===== src/rtl/calc_ctrl.sv =====
// Keypad calculator sequencing controller.
// Takes decoded one-cycle key events, runs operand/operator entry and drives
// a registered display value, operator indicator and status flags.
// Multiply is a shift-add over the B bits (LSB first); divide is restoring
// and keeps only the quotient. Both take exactly OPW cycles in S_CALC.
//
//   state  | meaning
//   -------+-----------------------------------------------------------
//   S_A    | entering operand A (digits append to A)
//   S_OP   | operator latched, waiting for first digit of B (op replaceable)
//   S_B    | entering operand B; enter starts execution
//   S_CALC | executing; busy, every key event is dropped
//   S_RES  | result shown; digit starts fresh, operator chains on result
//   S_ERR  | overflow / negative / divide by zero; only clear leaves
module calc_ctrl #(
    parameter int OPW        = 14,
    parameter int MAX_DIGITS = 4,
    parameter int MAX_VAL    = 9999
) (
    input  logic           clk,
    input  logic           rst,
    input  logic           key_valid,
    input  logic [3:0]     key_code,
    output logic [OPW-1:0] disp_value,
    output logic [3:0]     disp_op,
    output logic           busy,
    output logic           err,
    output logic           result_valid
);

    localparam int CW  = $clog2(MAX_DIGITS + 1);
    localparam int ICW = $clog2(OPW);

    localparam logic [CW-1:0]    MAX_DIG_C = CW'(MAX_DIGITS);
    localparam logic [OPW:0]     MAX_VAL_S = (OPW + 1)'(MAX_VAL);
    localparam logic [2*OPW-1:0] MAX_VAL_W = (2 * OPW)'(MAX_VAL);
    localparam logic [ICW-1:0]   ITER_LAST = ICW'(OPW - 1);

    localparam logic [3:0] K_ADD   = 4'd10;
    localparam logic [3:0] K_SUB   = 4'd11;
    localparam logic [3:0] K_MUL   = 4'd12;
    localparam logic [3:0] K_DIV   = 4'd13;
    localparam logic [3:0] K_CLR   = 4'd14;
    localparam logic [3:0] K_ENTER = 4'd15;

    typedef enum logic [2:0] {
        S_A    = 3'd0,
        S_OP   = 3'd1,
        S_B    = 3'd2,
        S_CALC = 3'd3,
        S_RES  = 3'd4,
        S_ERR  = 3'd5
    } state_t;

    state_t           state_q, state_d;
    logic [OPW-1:0]   a_q, a_d;
    logic [OPW-1:0]   b_q, b_d;
    logic [OPW-1:0]   res_q, res_d;
    logic [CW-1:0]    cnt_a_q, cnt_a_d;
    logic [CW-1:0]    cnt_b_q, cnt_b_d;
    logic [3:0]       op_q, op_d;
    // acc: multiply accumulator, or partial remainder in the low OPW+1 bits
    logic [2*OPW-1:0] acc_q, acc_d;
    // mc: shifted multiplicand (multiply only)
    logic [2*OPW-1:0] mc_q, mc_d;
    // mp: multiplier shifting right, or dividend/quotient shifting left
    logic [OPW-1:0]   mp_q, mp_d;
    // iter: down-counter, last iteration when it reads zero
    logic [ICW-1:0]   iter_q, iter_d;

    logic [OPW-1:0]   disp_value_q, disp_value_d;
    logic [3:0]       disp_op_q, disp_op_d;
    logic             busy_q, busy_d;
    logic             err_q, err_d;
    logic             result_valid_q, result_valid_d;

    logic [OPW:0]     sum_w;
    logic [2*OPW-1:0] acc_mul;
    logic [OPW:0]     rem_sh;
    logic [OPW:0]     rem_nx;
    logic             q_bit;
    logic [OPW-1:0]   quo_nx;
    logic             is_digit;
    logic             is_op;

    // Operand is kept at or below 999 whenever a digit is appended, so the
    // OPW-bit result never wraps.
    function automatic logic [OPW-1:0] append_digit(input logic [OPW-1:0] v,
                                                    input logic [3:0]     d);
        return v * OPW'(10) + OPW'(d);
    endfunction

    // State and datapath registers, plus registered outputs
    always_ff @(posedge clk) begin
        if (rst) begin
            state_q        <= S_A;
            a_q            <= '0;
            b_q            <= '0;
            res_q          <= '0;
            cnt_a_q        <= '0;
            cnt_b_q        <= '0;
            op_q           <= '0;
            acc_q          <= '0;
            mc_q           <= '0;
            mp_q           <= '0;
            iter_q         <= '0;
            disp_value_q   <= '0;
            disp_op_q      <= '0;
            busy_q         <= 1'b0;
            err_q          <= 1'b0;
            result_valid_q <= 1'b0;
        end else begin
            state_q        <= state_d;
            a_q            <= a_d;
            b_q            <= b_d;
            res_q          <= res_d;
            cnt_a_q        <= cnt_a_d;
            cnt_b_q        <= cnt_b_d;
            op_q           <= op_d;
            acc_q          <= acc_d;
            mc_q           <= mc_d;
            mp_q           <= mp_d;
            iter_q         <= iter_d;
            disp_value_q   <= disp_value_d;
            disp_op_q      <= disp_op_d;
            busy_q         <= busy_d;
            err_q          <= err_d;
            result_valid_q <= result_valid_d;
        end
    end

    // Next-state: key handling outside CALC, one arithmetic step inside CALC
    always_comb begin
        state_d = state_q;
        a_d     = a_q;
        b_d     = b_q;
        res_d   = res_q;
        cnt_a_d = cnt_a_q;
        cnt_b_d = cnt_b_q;
        op_d    = op_q;
        acc_d   = acc_q;
        mc_d    = mc_q;
        mp_d    = mp_q;
        iter_d  = iter_q;

        is_digit = (key_code <= 4'd9);
        is_op    = (key_code >= K_ADD) && (key_code <= K_DIV);

        sum_w   = {1'b0, a_q} + {1'b0, b_q};
        acc_mul = acc_q + (mp_q[0] ? mc_q : '0);
        rem_sh  = {acc_q[OPW-1:0], mp_q[OPW-1]};
        if (rem_sh >= {1'b0, b_q}) begin
            rem_nx = rem_sh - {1'b0, b_q};
            q_bit  = 1'b1;
        end else begin
            rem_nx = rem_sh;
            q_bit  = 1'b0;
        end
        quo_nx = {mp_q[OPW-2:0], q_bit};

        if (state_q == S_CALC) begin
            case (op_q)
                K_ADD: begin
                    if (sum_w > MAX_VAL_S) begin
                        state_d = S_ERR;
                    end else begin
                        res_d   = sum_w[OPW-1:0];
                        state_d = S_RES;
                    end
                end
                K_SUB: begin
                    if (b_q > a_q) begin
                        state_d = S_ERR;
                    end else begin
                        res_d   = a_q - b_q;
                        state_d = S_RES;
                    end
                end
                K_MUL: begin
                    acc_d  = acc_mul;
                    mc_d   = mc_q << 1;
                    mp_d   = mp_q >> 1;
                    iter_d = iter_q - 1'b1;
                    if (iter_q == '0) begin
                        if (acc_mul > MAX_VAL_W) begin
                            state_d = S_ERR;
                        end else begin
                            res_d   = acc_mul[OPW-1:0];
                            state_d = S_RES;
                        end
                    end
                end
                default: begin
                    if (b_q == '0) begin
                        state_d = S_ERR;
                    end else begin
                        acc_d  = {{(OPW - 1){1'b0}}, rem_nx};
                        mp_d   = quo_nx;
                        iter_d = iter_q - 1'b1;
                        if (iter_q == '0) begin
                            res_d   = quo_nx;
                            state_d = S_RES;
                        end
                    end
                end
            endcase
        end else if (key_valid) begin
            if (key_code == K_CLR) begin
                state_d = S_A;
                a_d     = '0;
                b_d     = '0;
                res_d   = '0;
                cnt_a_d = '0;
                cnt_b_d = '0;
                op_d    = '0;
            end else if (is_digit) begin
                case (state_q)
                    S_A: begin
                        if (cnt_a_q < MAX_DIG_C) begin
                            a_d = append_digit(a_q, key_code);
                            if (a_q != '0 || key_code != 4'd0)
                                cnt_a_d = cnt_a_q + 1'b1;
                        end
                    end
                    S_OP, S_B: begin
                        state_d = S_B;
                        if (cnt_b_q < MAX_DIG_C) begin
                            b_d = append_digit(b_q, key_code);
                            if (b_q != '0 || key_code != 4'd0)
                                cnt_b_d = cnt_b_q + 1'b1;
                        end
                    end
                    S_RES: begin
                        state_d = S_A;
                        a_d     = OPW'(key_code);
                        b_d     = '0;
                        op_d    = '0;
                        cnt_b_d = '0;
                        cnt_a_d = (key_code != 4'd0) ? CW'(1) : '0;
                    end
                    default: ;
                endcase
            end else if (is_op) begin
                case (state_q)
                    S_A, S_OP: begin
                        op_d    = key_code;
                        state_d = S_OP;
                    end
                    S_RES: begin
                        a_d     = res_q;
                        b_d     = '0;
                        cnt_a_d = '0;
                        cnt_b_d = '0;
                        op_d    = key_code;
                        state_d = S_OP;
                    end
                    default: ;
                endcase
            end else if (key_code == K_ENTER && state_q == S_B) begin
                state_d = S_CALC;
                acc_d   = '0;
                iter_d  = ITER_LAST;
                if (op_q == K_DIV) begin
                    mp_d = a_q;
                    mc_d = '0;
                end else begin
                    mp_d = b_q;
                    mc_d = {{OPW{1'b0}}, a_q};
                end
            end
        end
    end

    // Outputs derived from the upcoming state so they register with it
    always_comb begin
        disp_value_d   = '0;
        disp_op_d      = '0;
        busy_d         = (state_d == S_CALC);
        err_d          = (state_d == S_ERR);
        result_valid_d = (state_q == S_CALC) && (state_d == S_RES);
        case (state_d)
            S_A, S_OP:   disp_value_d = a_d;
            S_B, S_CALC: disp_value_d = b_d;
            S_RES:       disp_value_d = res_d;
            default:     disp_value_d = '0;
        endcase
        if (state_d == S_OP || state_d == S_B || state_d == S_CALC)
            disp_op_d = op_d;
    end

    assign disp_value   = disp_value_q;
    assign disp_op      = disp_op_q;
    assign busy         = busy_q;
    assign err          = err_q;
    assign result_valid = result_valid_q;

endmodule


===== config.mk =====
export PLATFORM = sky130hd
export DESIGN_NAME = calc_ctrl
export DESIGN_NICKNAME = d
export VERILOG_FILES = /design/src/rtl/calc_ctrl.sv
export SDC_FILE = /design/constraint.sdc
export NUM_CORES = 1
export LEC_CHECK = 0
export BUFFER_PORTS_ARGS = -buffer_cell sky130_fd_sc_hd__buf_2
export CAP_MARGIN = 20
export CELL_PAD_IN_SITES_DETAIL_PLACEMENT = 0
export CELL_PAD_IN_SITES_GLOBAL_PLACEMENT = 2
export CORE_MARGIN = 3
export CORE_UTILIZATION = 42
export CTS_BUF_LIST = sky130_fd_sc_hd__clkbuf_4 sky130_fd_sc_hd__clkbuf_8
export CTS_CLUSTER_DIAMETER = 80
export DETAILED_ROUTE_END_ITERATION = 8
export PLACE_DENSITY_LB_ADDON = 0.1
export SLEW_MARGIN = 20
export SYNTH_ARGS = -nofsm -noshare
export SYNTH_HDL_FRONTEND = slang
export SYNTH_SLANG_ARGS = --single-unit

===== constraint.sdc =====
create_clock -name clk -period 8.9 [get_ports clk]
set_input_delay 0.89 -clock clk [delete_from_list [all_inputs] [get_ports clk]]
set_output_delay 0.89 -clock clk [all_outputs]
set_load 0.01 [all_outputs]

==> results of run 1 <==
[power groups by stage]
stage                     Combinational [uW]  Clock, uW  Sequential [uW]
after floorplan                          214          0              711
after global placement                   310          0              718
after detailed placement                 308          0              717
after CTS                                310        596              702
after global routing                     345        616              703
final                                    316        586              703
[registers in the layout, summed over array words and instances, names as in the netlist, 3 cells and up]
signal and flops:
mp_q 14, disp_op 4, op_q 4, acc_q 28, state_q 3, iter_q 4, cnt_b_q 3, a_q 14
res_q 14, mc_q 28, disp_value 14, b_q 14, cnt_a_q 3
[critical path: cells and delay by family, from the launching register on]
kind / cells / cell delay (ns)
AO/OA/AOI/OAI: 6 / 1.25
XOR/XNOR: 1 / 0.43
adder cells (fa/ha/maj): 2 / 0.59
buffers and inverters: 1 / 0.07
flip-flops: 1 / 0.99
AND/OR/NAND/NOR: 5 / 1.62
[cells by family (layout without fill, tap and decap cells)]
logic type                 after synthesis  in the layout  share of synthesized area
DFF                                    150            150                      0.219
muxes                                   27             27                     0.0206
buffers and inverters                  177            149                     0.0534
adders and majority gates              124            124                      0.118
AOI/OAI and AO/OA                      559            559                      0.274
xor gates and xnor gates                90             90                     0.0585
and+or+nand+nor                        737            737                      0.257
[final cells by class]
| class | instances | area [sq um] | area share |
|---|---|---|---|
| repair buffers | 53 | 333 | 0.0229 |
| well taps | 435 | 544 | 0.0374 |
| flip-flops and latches | 150 | 3000 | 0.206 |
| inverters | 64 | 240 | 0.0165 |
| clock buffers | 17 | 234 | 0.0161 |
| clock inverters | 15 | 178 | 0.0122 |
| multi-input cells | 1537 | 10000 | 0.688 |
[through the flow]
stage	utilization	hold WS (ns)	setup slack [ns]	power [uW]
floorplan	-	0.432	4.98	925
global placement	0.443	0.446	3.93	1030
detailed placement	0.443	0.455	3.89	1030
CTS	0.456	0.468	3.86	1610
global route	0.456	0.494	3.52	1660
finish	0.456	0.460	3.86	1600
[final timing paths]
path	end	cells past startpoint	start
min	cnt_b_q[1]$_SDFFE_PP0P_	2	cnt_b_q[1]$_SDFFE_PP0P_
max	disp_value[2]$_SDFF_PP0_	15	mp_q[0]$_SDFFE_PP0P_
min reg2reg	cnt_b_q[1]$_SDFFE_PP0P_	2	cnt_b_q[1]$_SDFFE_PP0P_
max reg2reg	disp_value[2]$_SDFF_PP0_	15	mp_q[0]$_SDFFE_PP0P_
[layer usage]
metal / share of wire / GRT usage
met1: 0.46 / 0.415
met2: 0.44 / 0.457
met3: 0.061 / 0.0470
met4: 0.043 / 0.123
met5: 0 / 0
[placed cells by master (no fill, tap or decap), drive strengths merged, types with 14 or more instances in the layout]
master / n
a211oi: 44
a21o: 25
a21oi: 172
a22oi: 24
a311oi: 18
a31oi: 18
and2: 43
and3: 24
buf: 53
clkbuf: 17
dfxtp: 150
ha: 116
inv: 74
mux2i: 20
nand2: 175
nand3: 67
nand4: 20
nor2: 229
nor2b: 24
nor3: 56
nor4: 22
o21a: 17
o21ai: 102
o31ai: 14
or3: 21
xnor2: 53
xor2: 36
==> results.sh, run 1 <==
export IMPL_tightest_slew_ns=1.04
export IMPL_antenna_found_initial=0
export IMPL_power_switching_uw=547
export IMPL_fin_crit_ns=5.04
export IMPL_maxCapViolations=0
export IMPL_slew_violations=0
export IMPL_grt_ovfl_total=0
export IMPL_cts_sinks=150
export IMPL_rsz0062_at_grt="no"
export IMPL_ys_flop_type="dfxtp_1"
export IMPL_syn_avg_cell_area_sq_um=7.36
export IMPL_swShare=0.341
export IMPL_stdcell_count=2271
export IMPL_cts_hold_buf=0
export IMPL_die_area_sq_um=34900
export IMPL_crit_type="reg -> reg"
export IMPL_cp_slowest_stage_delay_ns=0.99
export IMPL_grt_use_total=0.298
export IMPL_r2r_slack_ns=3.86
export IMPL_grt_max_degree=54
export IMPL_fmax_mhz=199
export IMPL_hpwlAfterDp_um=41200
export IMPL_drcViolationCount=0
export IMPL_syn_nets=1995
export IMPL_synth_seq_cells=150
export IMPL_cts_buffer_depth=2
export IMPL_hold_class="reg -> reg"
export IMPL_syn_area_sq_um=13700
export IMPL_first_pass_iters=5
export IMPL_initial_core_util=0.430
export IMPL_cts_buffers=17
export IMPL_clock_root_buffer="clkbuf_8"
export IMPL_critPathSlowestCell="dfxtp_1"
export IMPL_portBuffers=27
export IMPL_synth_edf_count=0
export IMPL_nFillCells=3411
export IMPL_required_ns=9.30
export IMPL_seq_power_share=0.438
export IMPL_grt_pass1_vias=13200
export IMPL_cp_cell_sequence="and2_1 -> ha_1 -> inv_1 -> fa_1 -> nand2b_1 -> a21oi_1 -> o211a_1 -> nor3_2 -> xor2_1 -> o311a_1 -> o21ai_1 -> or4_4 -> nor4_1 -> a211oi_1 -> o22ai_1"
export IMPL_ys_types=92
export IMPL_coreArea_sq_um=31900
export IMPL_clkLatencyLatePin_ns=0.49
export IMPL_p_clk_frac=0.365
export IMPL_synth_top_area_frac=0.219
export IMPL_period_share=0.566
export IMPL_ys_warnings_count=0
export IMPL_startpoint_type="flop"
export IMPL_synth_most_common_cell="nor2_1"
export IMPL_leakage_uw=0.00588
export IMPL_grt_pass1_wl_um=81000
export IMPL_synth_area_top_cells="dfxtp_1 (22%), ha_1 (11%), nor2_1 (6.3%)"
export IMPL_path_clk_slew_ns=0.10
export IMPL_gp_congestion=0.971
export IMPL_syn2layout_area_growth_pct=6.05
export IMPL_cts_tree="built"
export IMPL_io_pins=28
export IMPL_power_density_nw_per_um2=110
export IMPL_dp_cells=2239
export IMPL_critPathCaptureType="flop"
export IMPL_ant_nets=0
export IMPL_nets=1954
export IMPL_setup_violations_final=0
export IMPL_synth_top_area_cell="dfxtp_1"
export IMPL_stdcell_area_sq_um=14500
export IMPL_routed_via_density=6.15
export IMPL_fin_tns_setup_ns=0
export IMPL_skew_ns=0.0202
export IMPL_yosys_top_cells_count="nor2_1 (229), nand2_1 (175), a21oi_1 (170), dfxtp_1 (150), ha_1 (116)"
export IMPL_critPathMaxFanout=31
export IMPL_ir_worst_vdd_v=0.000117
export IMPL_synthCells=1864
export IMPL_rows=65
export IMPL_postCtsSetupBuffers=0
export IMPL_async_flop_share=0
export IMPL_die_x_um=187
export IMPL_cts_resized=0
export IMPL_wirelength_um=53500
export IMPL_internal_power_uw=1060
export IMPL_die_h_um=187
export IMPL_wl_per_cell_um=23.5
export IMPL_htreeDepth=4
export IMPL_critical_path_arrival_ns=5.44
export IMPL_outcome="complete, no violations"
export IMPL_drive_gt1_frac=0.0724
export IMPL_drtIter0Drc=1368
export IMPL_antenna_cells=0
export IMPL_hold_viol_final=0
export IMPL_vias=14000
export IMPL_pwr_share_comb=0.197
export IMPL_slew_limit_headroom=0.306
export IMPL_place_area_sq_um=14100
export IMPL_ys_seq_area_frac=0.219
(Power assumes the default switching activity.)
==> run 2, diff against run 1 <==
--- a/config.mk
+++ b/config.mk
@@ -10,7 +10,7 @@
 export CELL_PAD_IN_SITES_DETAIL_PLACEMENT = 0
 export CELL_PAD_IN_SITES_GLOBAL_PLACEMENT = 2
 export CORE_MARGIN = 3
-export CORE_UTILIZATION = 42
+export CORE_UTILIZATION = 35
 export CTS_BUF_LIST = sky130_fd_sc_hd__clkbuf_4 sky130_fd_sc_hd__clkbuf_8
 export CTS_CLUSTER_DIAMETER = 80
 export DETAILED_ROUTE_END_ITERATION = 8
==> constraint.sdc (replaced) <==
create_clock -name clk -period 4.24 [get_ports clk]
set_input_delay 0.424 -clock clk [delete_from_list [all_inputs] [get_ports clk]]
set_output_delay 0.424 -clock clk [all_outputs]
set_load 0.01 [all_outputs]
==> run 2 against run 1 <==
Against the previous run:
- die area rose by 19%
- critical path depth increased by 2
- flip-flop and latch count unchanged
- maximum frequency increased by 25%
- count of clock-buffer cells in the layout grew 3
- register-to-register slack lost 3.7 ns
==> results.sh, run 2 (synthesis gave the netlist of run 1 again) <==
export IMPL_outcome="complete, no violations"
export IMPL_cts_hold_buf=0
export IMPL_setup_violations_final=0
export IMPL_drcViolationCount=0
export IMPL_pre_cts_ws_ns=0.0497
export IMPL_final_cell_mix="nor2_1 (227), nand2_1 (175), a21oi_1 (168)"
export IMPL_ir_worst_vdd_v=0.000160
export IMPL_leakage_uw=0.00650
export IMPL_reg2reg_to="busy$_SDFF_PP0_"
export IMPL_fin_util=0.411
export IMPL_slew_violations=0
export IMPL_hold_end="cnt_a_q[1]$_SDFFE_PP0P_"
export IMPL_slew_limit_headroom=0.272
export IMPL_r2r_start="b_q[3]$_SDFF_PP0_"
export IMPL_grt_pass1_vias=13700
export IMPL_antenna_cells=0
export IMPL_drtIter0Drc=1210
export IMPL_dp_cells=2426
export IMPL_rows=71
export IMPL_grt_use_total=0.270
export IMPL_fin_crit_ns=4.03
export IMPL_die_x_um=204
export IMPL_r2r_slack_ns=0.21
export IMPL_first_pass_iters=5
export IMPL_initial_core_util=0.360
export IMPL_ant_nets=0
export IMPL_hpwlAfterDp_um=44900
export IMPL_nets=2065
export IMPL_required_ns=4.62
export IMPL_hold_viol_final=0
export IMPL_routed_via_density=5.86
export IMPL_antenna_found_initial=0
export IMPL_fmax_mhz=248
export IMPL_critPathSlowestCell="dfxtp_1"
export IMPL_skew_ns=0.0252
export IMPL_critPathMaxFanout=6
export IMPL_tightest_slew_ns=1.09
export IMPL_syn2layout_area_growth_pct=14.3
export IMPL_stdcell_count=2458
export IMPL_coreArea_sq_um=38100
export IMPL_layout_commonest_cell="nor2_1"
export IMPL_period_share=0.951
export IMPL_power_density_nw_per_um2=225
export IMPL_worstHoldStart="key_valid"
export IMPL_hold_class="in -> reg"
export IMPL_portBuffers=27
export IMPL_clkLatencyLatePin_ns=0.49
export IMPL_worst_slack_ns=0.206
export IMPL_io_pins=28
export IMPL_gp_congestion=0.928
export IMPL_cp_cell_sequence="inv_1 -> ha_2 -> nor2_1 -> a211oi_2 -> a211oi_2 -> buf_4 -> or3_1 -> a221o_1 -> o2111ai_2 -> buf_4 -> a31oi_1 -> buf_4 -> nand4b_1 -> nand3_1 -> buf_4 -> a21oi_1 -> nor3b_1"
export IMPL_crit_top_cell="buf_4"
export IMPL_cp_num_buf_inv=5
export IMPL_critPathCaptureType="flop"
export IMPL_clock_root_buffer="clkbuf_8"
export IMPL_largestRegisters="acc_q (28), mc_q (28)"
export IMPL_cp_slowest_stage_delay_ns=0.42
export IMPL_grt_pass1_wl_um=86300
export IMPL_grt_ovfl_total=0
export IMPL_startpoint_type="flop"
export IMPL_hold_path_cell_count=4
export IMPL_critical_path_arrival_ns=4.42
export IMPL_wirelength_um=56800
export IMPL_r2r_cells=17
export IMPL_htreeDepth=4
export IMPL_die_h_um=204
export IMPL_cts_buffers=17
export IMPL_vias=14400
export IMPL_grt_max_degree=75
export IMPL_die_area_sq_um=41600
export IMPL_cts_buffer_depth=2
export IMPL_wl_per_cell_um=23.1
export IMPL_crit_family="compound AO/OA/AOI/OAI gates"
export IMPL_crit_type="reg -> reg"
export IMPL_cts_sinks=150
export IMPL_drive_gt1_frac=0.136
export IMPL_cts_tree="built"
export IMPL_maxCapViolations=0
export IMPL_path_clk_slew_ns=0.10
==> run 2: cell count changes in the layout (fill, tap and decap cells not counted), moves of 3 or more <==
cell,change
a211oi_1,-3
a211oi_2,+3
buf_12,+3
buf_4,+107
clkinv_4,+5
inv_6,-3
inv_8,-4
o21ai_2,+3
==> run 2: timing repair <==
item,CTS,global route
gates resized for setup,0,26
setup endpoints to repair,0,18
setup buffers,0,0
==> run 2: stage by stage <==
stage	total power (uW)	setup TNS, ns	hold WS (ns)	area [sq um]
2_1_floorplan	1940	0	0.432	13700
3_3_place_gp	2190	0	0.443	15100
3_5_place_dp	2190	0	0.454	15100
4_1_cts	3530	0	0.407	15600
5_1_grt	3670	-0.00545	0.440	15700
6_report	3520	0	0.433	15700
==> run 2: worst reg2reg max path, stage by stage (launching register included) <==
cell       delay [ns]
dfxtp_1          0.42
inv_1            0.09
ha_2             0.39
nor2_1           0.09
a211oi_2         0.29
a211oi_2         0.11
buf_4            0.17
or3_1            0.33
a221o_1          0.35
o2111ai_2        0.26
buf_4            0.21
a31oi_1          0.13
buf_4            0.22
nand4b_1         0.11
nand3_1          0.12
buf_4            0.16
a21oi_1          0.23
nor3b_1          0.25
==> run 2: worst max-delay path by stage <==
stage / endpoint / slack (ns) / from / cells past startpoint
3_3_place_gp: disp_value[10]$_SDFF_PP0_ / 0.06 / mc_q[0]$_SDFFE_PP0P_ / 15
3_5_place_dp: disp_value[10]$_SDFF_PP0_ / 0.05 / mc_q[0]$_SDFFE_PP0P_ / 15
6_report: busy$_SDFF_PP0_ / 0.21 / b_q[3]$_SDFF_PP0_ / 17
4_1_cts: disp_value[10]$_SDFF_PP0_ / 0.03 / mc_q[0]$_SDFFE_PP0P_ / 15
2_1_floorplan: disp_value[5]$_SDFF_PP0_ / 0.32 / mp_q[0]$_SDFFE_PP0P_ / 16
5_1_grt: disp_value[0]$_SDFF_PP0_ / -0.005 / b_q[0]$_SDFF_PP0_ / 15
==> run 2: routing by layer <==
| metal | global-route usage | up-vias | share of wire |
|---|---|---|---|
| li1 | - | 6949 | - |
| met1 | 0.395 | 6939 | 0.48 |
| met2 | 0.420 | 460 | 0.44 |
| met3 | 0.0303 | 55 | 0.056 |
| met4 | 0.0700 | 0 | 0.025 |
| met5 | 0 | - | 0 |
==> run 2: where the power goes <==
group | switching (uW) | internal (uW) | total [uW]
clock | 653 | 691 | 1340
combinational | 444 | 273 | 716
sequential | 30.5 | 1430 | 1460
total | 1130 | 2400 | 3520
==> run 2: layout make-up <==
class | instances | area (sq um)
clock buffer | 20 | 269
clock inverter | 12 | 190
fill | 4003 | 22400
inverter | 64 | 240
multi-input combinational | 1537 | 10100
sequential | 150 | 3010
tap | 511 | 639
timing repair buffer | 164 | 1210
